**config.mk**
```make
export PLATFORM = sky130hd
export DESIGN_NAME = mips_mdu
export DESIGN_NICKNAME = d
export VERILOG_FILES = /design/src/rtl/mips_mdu.sv
export SDC_FILE = /design/constraint.sdc
export NUM_CORES = 1
export LEC_CHECK = 0
export CORE_MARGIN = 10
export CORE_UTILIZATION = 54
export DETAILED_ROUTE_END_ITERATION = 8
export PLACE_DENSITY_LB_ADDON = 0.15
export SLEW_MARGIN = 20
export SYNTH_ARGS = -nofsm -noshare
export SYNTH_HDL_FRONTEND = slang
export SYNTH_SLANG_ARGS = --single-unit
```
**constraint.sdc**
```tcl
create_clock -name clk -period 3.6 [get_ports clk]
set_clock_uncertainty 0.05 [all_clocks]
set_input_delay 0.72 -clock clk [delete_from_list [all_inputs] [get_ports clk]]
set_output_delay 0.72 -clock clk [all_outputs]
set_load 0.05 [all_outputs]
```
**src/rtl/mips_mdu.sv**
```systemverilog
// Iterative multiply/divide unit for the MIPS EX stage: owns HI/LO, runs
// mult/multu/div/divu over W cycles and stalls MDU instructions meanwhile.
module mips_mdu #(
  parameter int W = 32
) (
  input  logic         clk,
  input  logic         rst_n,
  input  logic         en,
  input  logic [1:0]   ALUOp,
  input  logic [5:0]   funct,
  input  logic [W-1:0] a,
  input  logic [W-1:0] b,
  output logic         busy,
  output logic         stall,
  output logic [W-1:0] result,
  output logic         result_valid,
  output logic [W-1:0] hi,
  output logic [W-1:0] lo
);

  localparam logic [1:0] IDLE = 2'd0;
  localparam logic [1:0] CALC = 2'd1;
  localparam logic [1:0] FIX  = 2'd2;

  localparam int            CW       = $clog2(W) + 1;
  localparam logic [CW-1:0] CNT_LAST = CW'(W - 1);

  function automatic logic [W-1:0] mag(input logic signed [W-1:0] v, input logic sgn);
    return (sgn && v[W-1]) ? $unsigned(-v) : $unsigned(v);
  endfunction

  function automatic logic [W-1:0] neg_if(input logic [W-1:0] v, input logic n);
    return n ? -v : v;
  endfunction

  function automatic logic [2*W-1:0] neg2_if(input logic [2*W-1:0] v, input logic n);
    return n ? -v : v;
  endfunction

  logic [1:0]    state;
  logic [CW-1:0] cnt;
  logic [W-1:0]  acc_hi, acc_lo, opnd, a_raw;
  logic          is_div, neg_q, neg_r, div_zero;

  logic op_mfhi, op_mthi, op_mflo, op_mtlo;
  logic op_mult, op_multu, op_div, op_divu;
  logic start_op, mdu_op;

  always_comb begin
    op_mfhi  = 1'b0;
    op_mthi  = 1'b0;
    op_mflo  = 1'b0;
    op_mtlo  = 1'b0;
    op_mult  = 1'b0;
    op_multu = 1'b0;
    op_div   = 1'b0;
    op_divu  = 1'b0;
    if (en && ALUOp == 2'b10) begin
      case (funct)
        6'b010000: op_mfhi  = 1'b1;
        6'b010001: op_mthi  = 1'b1;
        6'b010010: op_mflo  = 1'b1;
        6'b010011: op_mtlo  = 1'b1;
        6'b011000: op_mult  = 1'b1;
        6'b011001: op_multu = 1'b1;
        6'b011010: op_div   = 1'b1;
        6'b011011: op_divu  = 1'b1;
        default:   ;
      endcase
    end
  end

  assign start_op     = op_mult | op_multu | op_div | op_divu;
  assign mdu_op       = start_op | op_mfhi | op_mthi | op_mflo | op_mtlo;
  assign busy         = (state != IDLE);
  assign stall        = mdu_op && busy;
  assign result_valid = (op_mfhi | op_mflo) && !stall;
  assign result       = !result_valid ? '0 : (op_mfhi ? hi : lo);

  // One iteration: shift-add for multiply, restoring subtract-shift for divide.
  logic [W:0]   mul_sum, rem_sh, rem_diff;
  logic [W-1:0] step_hi, step_lo;

  always_comb begin
    mul_sum  = {1'b0, acc_hi} + (acc_lo[0] ? {1'b0, opnd} : '0);
    rem_sh   = {acc_hi, acc_lo[W-1]};
    rem_diff = rem_sh - {1'b0, opnd};
    if (!is_div) begin
      step_hi = mul_sum[W:1];
      step_lo = {mul_sum[0], acc_lo[W-1:1]};
    end else if (!rem_diff[W]) begin
      step_hi = rem_diff[W-1:0];
      step_lo = {acc_lo[W-2:0], 1'b1};
    end else begin
      step_hi = rem_sh[W-1:0];
      step_lo = {acc_lo[W-2:0], 1'b0};
    end
  end

  // Sign correction and divide-by-zero override applied in FIX.
  logic [2*W-1:0] prod_fix;
  logic [W-1:0]   fix_hi, fix_lo;

  always_comb begin
    prod_fix = neg2_if({acc_hi, acc_lo}, neg_q);
    if (!is_div) begin
      fix_hi = prod_fix[2*W-1:W];
      fix_lo = prod_fix[W-1:0];
    end else if (div_zero) begin
      fix_hi = a_raw;
      fix_lo = '1;
    end else begin
      fix_hi = neg_if(acc_hi, neg_r);
      fix_lo = neg_if(acc_lo, neg_q);
    end
  end

  always_ff @(posedge clk or negedge rst_n) begin
    if (!rst_n) begin
      state    <= IDLE;
      cnt      <= '0;
      acc_hi   <= '0;
      acc_lo   <= '0;
      opnd     <= '0;
      a_raw    <= '0;
      is_div   <= 1'b0;
      neg_q    <= 1'b0;
      neg_r    <= 1'b0;
      div_zero <= 1'b0;
      hi       <= '0;
      lo       <= '0;
    end else begin
      case (state)
        IDLE: begin
          if (start_op) begin
            is_div   <= op_div | op_divu;
            neg_q    <= (op_mult | op_div) & (a[W-1] ^ b[W-1]);
            neg_r    <= op_div & a[W-1];
            div_zero <= (b == '0);
            a_raw    <= a;
            acc_hi   <= '0;
            cnt      <= '0;
            if (op_div | op_divu) begin
              acc_lo <= mag(a, op_div);
              opnd   <= mag(b, op_div);
            end else begin
              acc_lo <= mag(b, op_mult);
              opnd   <= mag(a, op_mult);
            end
            state <= CALC;
          end
        end
        CALC: begin
          acc_hi <= step_hi;
          acc_lo <= step_lo;
          cnt    <= cnt + 1'b1;
          if (cnt == CNT_LAST) state <= FIX;
        end
        FIX: begin
          hi    <= fix_hi;
          lo    <= fix_lo;
          state <= IDLE;
        end
        default: state <= IDLE;
      endcase
      if (op_mthi && !stall) hi <= a;
      if (op_mtlo && !stall) lo <= a;
    end
  end

endmodule

```
==> impl_metrics.toml, run 1 <==
[route]
drc = 0
drtIter0Drc = 2625
drt-vias-per-instance = 6.55
drt-wirelength-per-cell_um = 25.7
dr.pass1.iters = 8
vias = 20800
drtAntennaViolNets = 0
routed_wl_um = 81600

[sta]
final-setup-viol-count = 0
final.period_utilization_pct = 97.0
fin_ws_ns = 0.108
tightest_slew_ns = 1.03
fin_crit_ns = 3.49
hold_viol = 0
fmax_mhz = 286
drv_slew = 0
max-slew-margin-rel_pct = 31.0

[clocking]
clk_pin_slew_ns = 0.06
cts_tree = "yes"
ctsHoldBuffers = 0
cts_max_path_buffers = 3
clock-sinks = 204
htreeDepth = 1
root_buffer = "clkbuf_16"
cts_buffers = 25
clock_latency_ns = 0.57

[floorplan]
die_y_um = 204
core_area_um2 = 33500
rows = 67
start_util_pct = 54.6
die_area_um2 = 41700
ios = 174
dieWidth_um = 204

[yosys]
yosysWarnings = 0
synthCells = 2433
ys_top_cells_by_area = "dfrtp_1 28%, nand2_1 8.3%, o21ai_0 7.1%"
synth_top_cell_area_share_pct = 27.9
syn-num-nets = 2579
yosysSeqAreaShare_pct = 27.9
synth_top_area_cell = "dfrtp_1"
synth_most_common_cell = "nand2_1"
ys.flop_type = "dfrtp_1"
synth_edf_count = 0
synth_seq_cells = 204
netlist_area_um2 = 18300
synth.top_cells.by_count = "403 x nand2_1, 260 x o21ai_0, 204 x dfrtp_1"
postSynth.asyncResetShare_pct = 100
syn_area_per_cell_um2 = 7.53
netlist-cell-type-count = 75

[setup_path]
rrSetupSlack_ns = 0.11
start_kind = "register"
r2r_end = "acc_hi[31]"
reg2reg_depth = 13
r2r-start = "acc_hi[3]"
cp.arrival_ns = 3.88
worstSetupStartpoint = "acc_hi[3]"
required_ns = 3.99
cp_max_fo = 8
criticalPathCategory = "reg2reg"
crit_path_end_kind = "register"

[grt]
grt_start_max_net_pins = 87
grt_first_pass_wirelength_um = 121000
antenna_found_initial = 0
grt.overflow.total = 0
grt_pass1_vias = 19500
grt.total_usage_pct = 37.7

[min_path]
hp-class = "in2async"

[power]
power_leakage_nw = 9.72
power_density_nw_per_um2 = 601
ir_drop_uv = 569

[status]
status = "complete, no violations"

[place]
place_hpwl_um = 62300
placed_area_um2 = 22100
gp_congestion = 1.02
placement.io_buffers = 173
dpl_worst_slack_ns = -0.0165

[final_layout]
fin_area_um2 = 23000
num_antenna_cells = 0
drive_above_1_share_pct = 15.8
fin_nets = 2848
area_growth_pct = 25.8

[run]
drv_cap = 0
## worst max path at each step
stage                            end  slack, ns  depth (start not counted)
after detailed placement  acc_lo[28]      -0.02                         12
after global placement    result[14]        0.1                          7
final                     acc_hi[31]       0.11                         13
after CTS                 result[14]       0.05                          7
after global routing      acc_hi[28]      -0.01                         15
after floorplan           result[14]       0.07                          6
## through the flow
stage	TNS, ns	utilization [%]	std cells	hold WS (ns)	total power, mW
after floorplan	0	-	2433	0.374	7.75
after global placement	0	65.9	3121	0.400	10.6
after detailed placement	-0.0165	65.9	3121	0.406	10.8
after CTS	0	68.6	3167	0.216	13.5
after global routing	-0.0244	68.7	3169	0.253	14.6
final	0	68.7	3169	0.182	13.8
## where the power goes
part	internal, mW	switching (mW)
registers	2.64	0.536
logic	3.51	4.43
clock network	1.62	1.11
## cells in the final DEF (no fill, tap or decap), types with 14 or more instances in the layout
master	synthesis	routed
a31oi_1	16	16
buf_12	0	22
o22ai_1	32	32
a22oi_1	17	17
nand2b_1	23	22
clkdlybuf4s50_1	0	138
nor2b_1	16	14
o21ai_0	260	257
a211oi_1	27	26
nand3_1	46	44
o21bai_1	14	14
inv_1	65	64
mux2i_1	51	51
ha_1	69	68
xnor2_1	113	113
xor2_1	109	109
a21oi_1	119	119
o211ai_1	62	62
and3_1	18	17
o21ai_1	14	17
buf_4	0	288
or4_1	14	14
nor3_1	64	61
a221oi_1	25	25
nand2_1	403	403
dfrtp_1	204	201
a21o_1	19	19
nor2_1	173	171
o221a_2	26	26
or3_1	37	37
nand4_1	15	15
clkbuf_16	0	25
o31ai_1	36	35
a222oi_1	16	16
## area by class of cell
type / instances / area [µm²]
Clock buffer: 34 / 719
Timing Repair Buffer: 449 / 4000
Sequential cell: 204 / 5110
Tap cell: 448 / 561
Fill cell: 2805 / 10500
Inverter: 66 / 251
Timing Repair inverter: 1 / 5.00
Clock inverter: 12 / 161
Multi-Input combinational cell: 1955 / 12200
## critical path: stages (launching register included)
cell and delay [ns]:
dfrtp_1 0.39, buf_4 0.19, ha_1 0.38, o211ai_1 0.11, a21oi_1 0.34, o2111ai_1 0.33
a32oi_1 0.42, a21oi_1 0.15, o21ai_0 0.16, buf_4 0.15, a31oi_1 0.14, o21ai_0 0.18
o21ai_0 0.13, a211oi_1 0.25
## routing by layer
layer / routed length [µm] / up-vias / GRT usage [%]
li1: - / 9268 / -
met1: 32000 / 9819 / 50.7
met2: 34300 / 1432 / 55.9
met3: 10600 / 232 / 9.13
met4: 4620 / 0 / 18.0
met5: 0 / - / 0
## registers in the layout, summed over array words and instances, names as in the netlist
| register | flops |
|---|---|
| acc_hi | 32 |
| is_div | 1 |
| opnd | 32 |
| neg_r | 1 |
| neg_q | 1 |
| div_zero | 1 |
| lo | 32 |
| state | 2 |
| cnt | 6 |
| acc_lo | 32 |
| a_raw | 32 |
| hi | 32 |
## logic make-up after synthesis
family	after synthesis	synth area share [%]
buffers and inverters	274	5.78
and+or+nand+nor	864	21.6
xor gates and xnor gates	222	10.6
adders and majority gates	71	4.93
AOI/OAI and AO/OA	741	26.1
DFF	204	27.9
muxes	57	3.15
## what timing repair did
| item | CTS | global route |
|---|---|---|
| gates resized for setup | 0 | 14 |
| setup buffers | 0 | 1 |
| endpoints found under the setup margin | 0 | 18 |
Power figures use the tool's default switching activity.
==> inputs of run 2 (changes only) <==
--- a/config.mk
+++ b/config.mk
@@ -6,7 +6,8 @@
 export NUM_CORES = 1
 export LEC_CHECK = 0
 export CORE_MARGIN = 10
-export CORE_UTILIZATION = 54
+export CORE_UTILIZATION = 30
+export CTS_CLUSTER_DIAMETER = 200
 export DETAILED_ROUTE_END_ITERATION = 8
 export PLACE_DENSITY_LB_ADDON = 0.15
 export SLEW_MARGIN = 20
==> impl_metrics.toml, run 2 (synthesis gave the netlist of run 1 again) <==
[place]
place_hpwl_um = 70400
dpl_worst_slack_ns = -0.283
dpl.cell_count = 3504
placed_area_um2 = 22900
placement.io_buffers = 173
gp_congestion = 0.944

[setup_path]
crit_path_end_kind = "output port"
criticalPathCategory = "in2out"
cp_max_fo = 6
r2r_end = "acc_hi[3]"
reg2reg_depth = 12
cp.arrival_ns = 2.72
rrSetupSlack_ns = 0.12
required_ns = 2.83
r2r-start = "opnd[21]"
start_kind = "input port"

[grt]
grt_start_max_net_pins = 86
grt.overflow.total = 0
grt.total_usage_pct = 24.3
grt_first_pass_wirelength_um = 131000
antenna_found_initial = 0
grt_pass1_vias = 19200

[floorplan]
die_y_um = 267
dieWidth_um = 267
die_area_um2 = 71400
rows = 90
start_util_pct = 30.3
ios = 174
core_area_um2 = 60500

[clocking]
ctsHoldBuffers = 0
cts_buffers = 27
cts_tree = "yes"
cts_max_path_buffers = 3
clk_pin_slew_ns = 0.06
root_buffer = "clkbuf_16"
clock_latency_ns = 0.59
htreeDepth = 1
clock-sinks = 204

[sta]
setup_tns_ns = 0
fmax_mhz = 286
drv_slew = 0
tightest_slew_ns = 0.930
max-slew-margin-rel_pct = 38.0
final.period_utilization_pct = 97.0
hold_viol = 0
fin_crit_ns = 3.49
rsz0062_at_grt = "true"
final-setup-viol-count = 0
fin_ws_ns = 0.107

[final_layout]
area_growth_pct = 31.1
final_cell_mix = "403 x nand2_1, 338 x buf_4, 252 x o21ai_0"
fin_nets = 2904
final_cells = 3561
final_common_cell = "nand2_1"
fin_area_um2 = 24000
fillerInstances = 6204
drive_above_1_share_pct = 18.1
num_antenna_cells = 0

[power]
switchingPower_mw = 6.32
power_leakage_nw = 10.0
clock_power_share_pct = 19.9
swShare_pct = 44.5
pwr-share-comb_pct = 58.3
seqPwrFrac_pct = 21.8
power_density_nw_per_um2 = 590
p_int_mw = 7.86
ir_drop_uv = 363
finalPower_mw = 14.2

[route]
drt-wirelength-per-cell_um = 25.3
drt-vias-per-instance = 5.66
drtIter0Drc = 2225
dr.pass1.iters = 8
drtAntennaViolNets = 0
drc = 0
routed_wl_um = 90300
vias = 20200

[run]
drv_cap = 0

[min_path]
hp-class = "in2async"

[status]
status = "complete, no violations"
run 2: metrics by stage:
step	hold WS (ns)	util, %
floorplan	0.374	-
global placement	0.399	37.9
detailed placement	0.403	37.9
CTS	0.0767	39.5
global route	0.121	39.7
finish	0.0278	39.7
run 2: worst max path at each step:
stage	startpoint	endpoint
final	funct[2]	result[16]
after global placement	acc_lo[0]	acc_hi[31]
after global routing	acc_lo[0]	acc_hi[28]
after detailed placement	acc_lo[0]	acc_hi[31]
after CTS	opnd[0]	acc_hi[3]
after floorplan	funct[5]	result[14]
run 2: cell type report:
class	count	area, µm²	share of cell area [%]
Timing Repair Buffer	503	4450	18.5
Multi-Input combinational cell	1956	12300	51.3
Clock inverter	13	120	0.500
Inverter	66	248	1.03
Tap cell	782	978	4.07
Clock buffer	37	793	3.30
Sequential cell	204	5110	21.3
run 2: worst max-delay path, cell delays in order:
cell             delay, ns
clkdlybuf4s50_1       0.44
nand4bb_1             0.33
nor2_1                0.32
nand3_1               0.17
buf_4                 0.20
nor3_1                0.34
buf_12                0.19
run 2: power groups by stage:
stage,combinational (mW),clock (mW),sequential (mW)
after global routing,8.96,2.96,3.14
after floorplan,4.69,0,3.06
final,8.27,2.82,3.09
after global placement,7.79,0,3.11
after detailed placement,7.82,0,3.11
after CTS,7.95,2.89,3.07
run 2: layer usage:
layer  vias up  routed length (µm)  GRT usage [%]
met1      9802               40200           33.8
met5         -                   0              0
met2       825               38700           36.6
li1       9401                   -              -
met4         0                4340           10.5
met3       137                7080           3.75
run 2: what timing repair did:
| action | CTS | global route |
|---|---|---|
| buffers inserted | 2 | 4 |
| gates resized for setup | 6 | 30 |
| gates cloned | 0 | 1 |
| endpoints found under the setup margin | 13 | 27 |
| endpoints found under the hold margin | 0 | 0 |
| pin swaps | 2 | 10 |
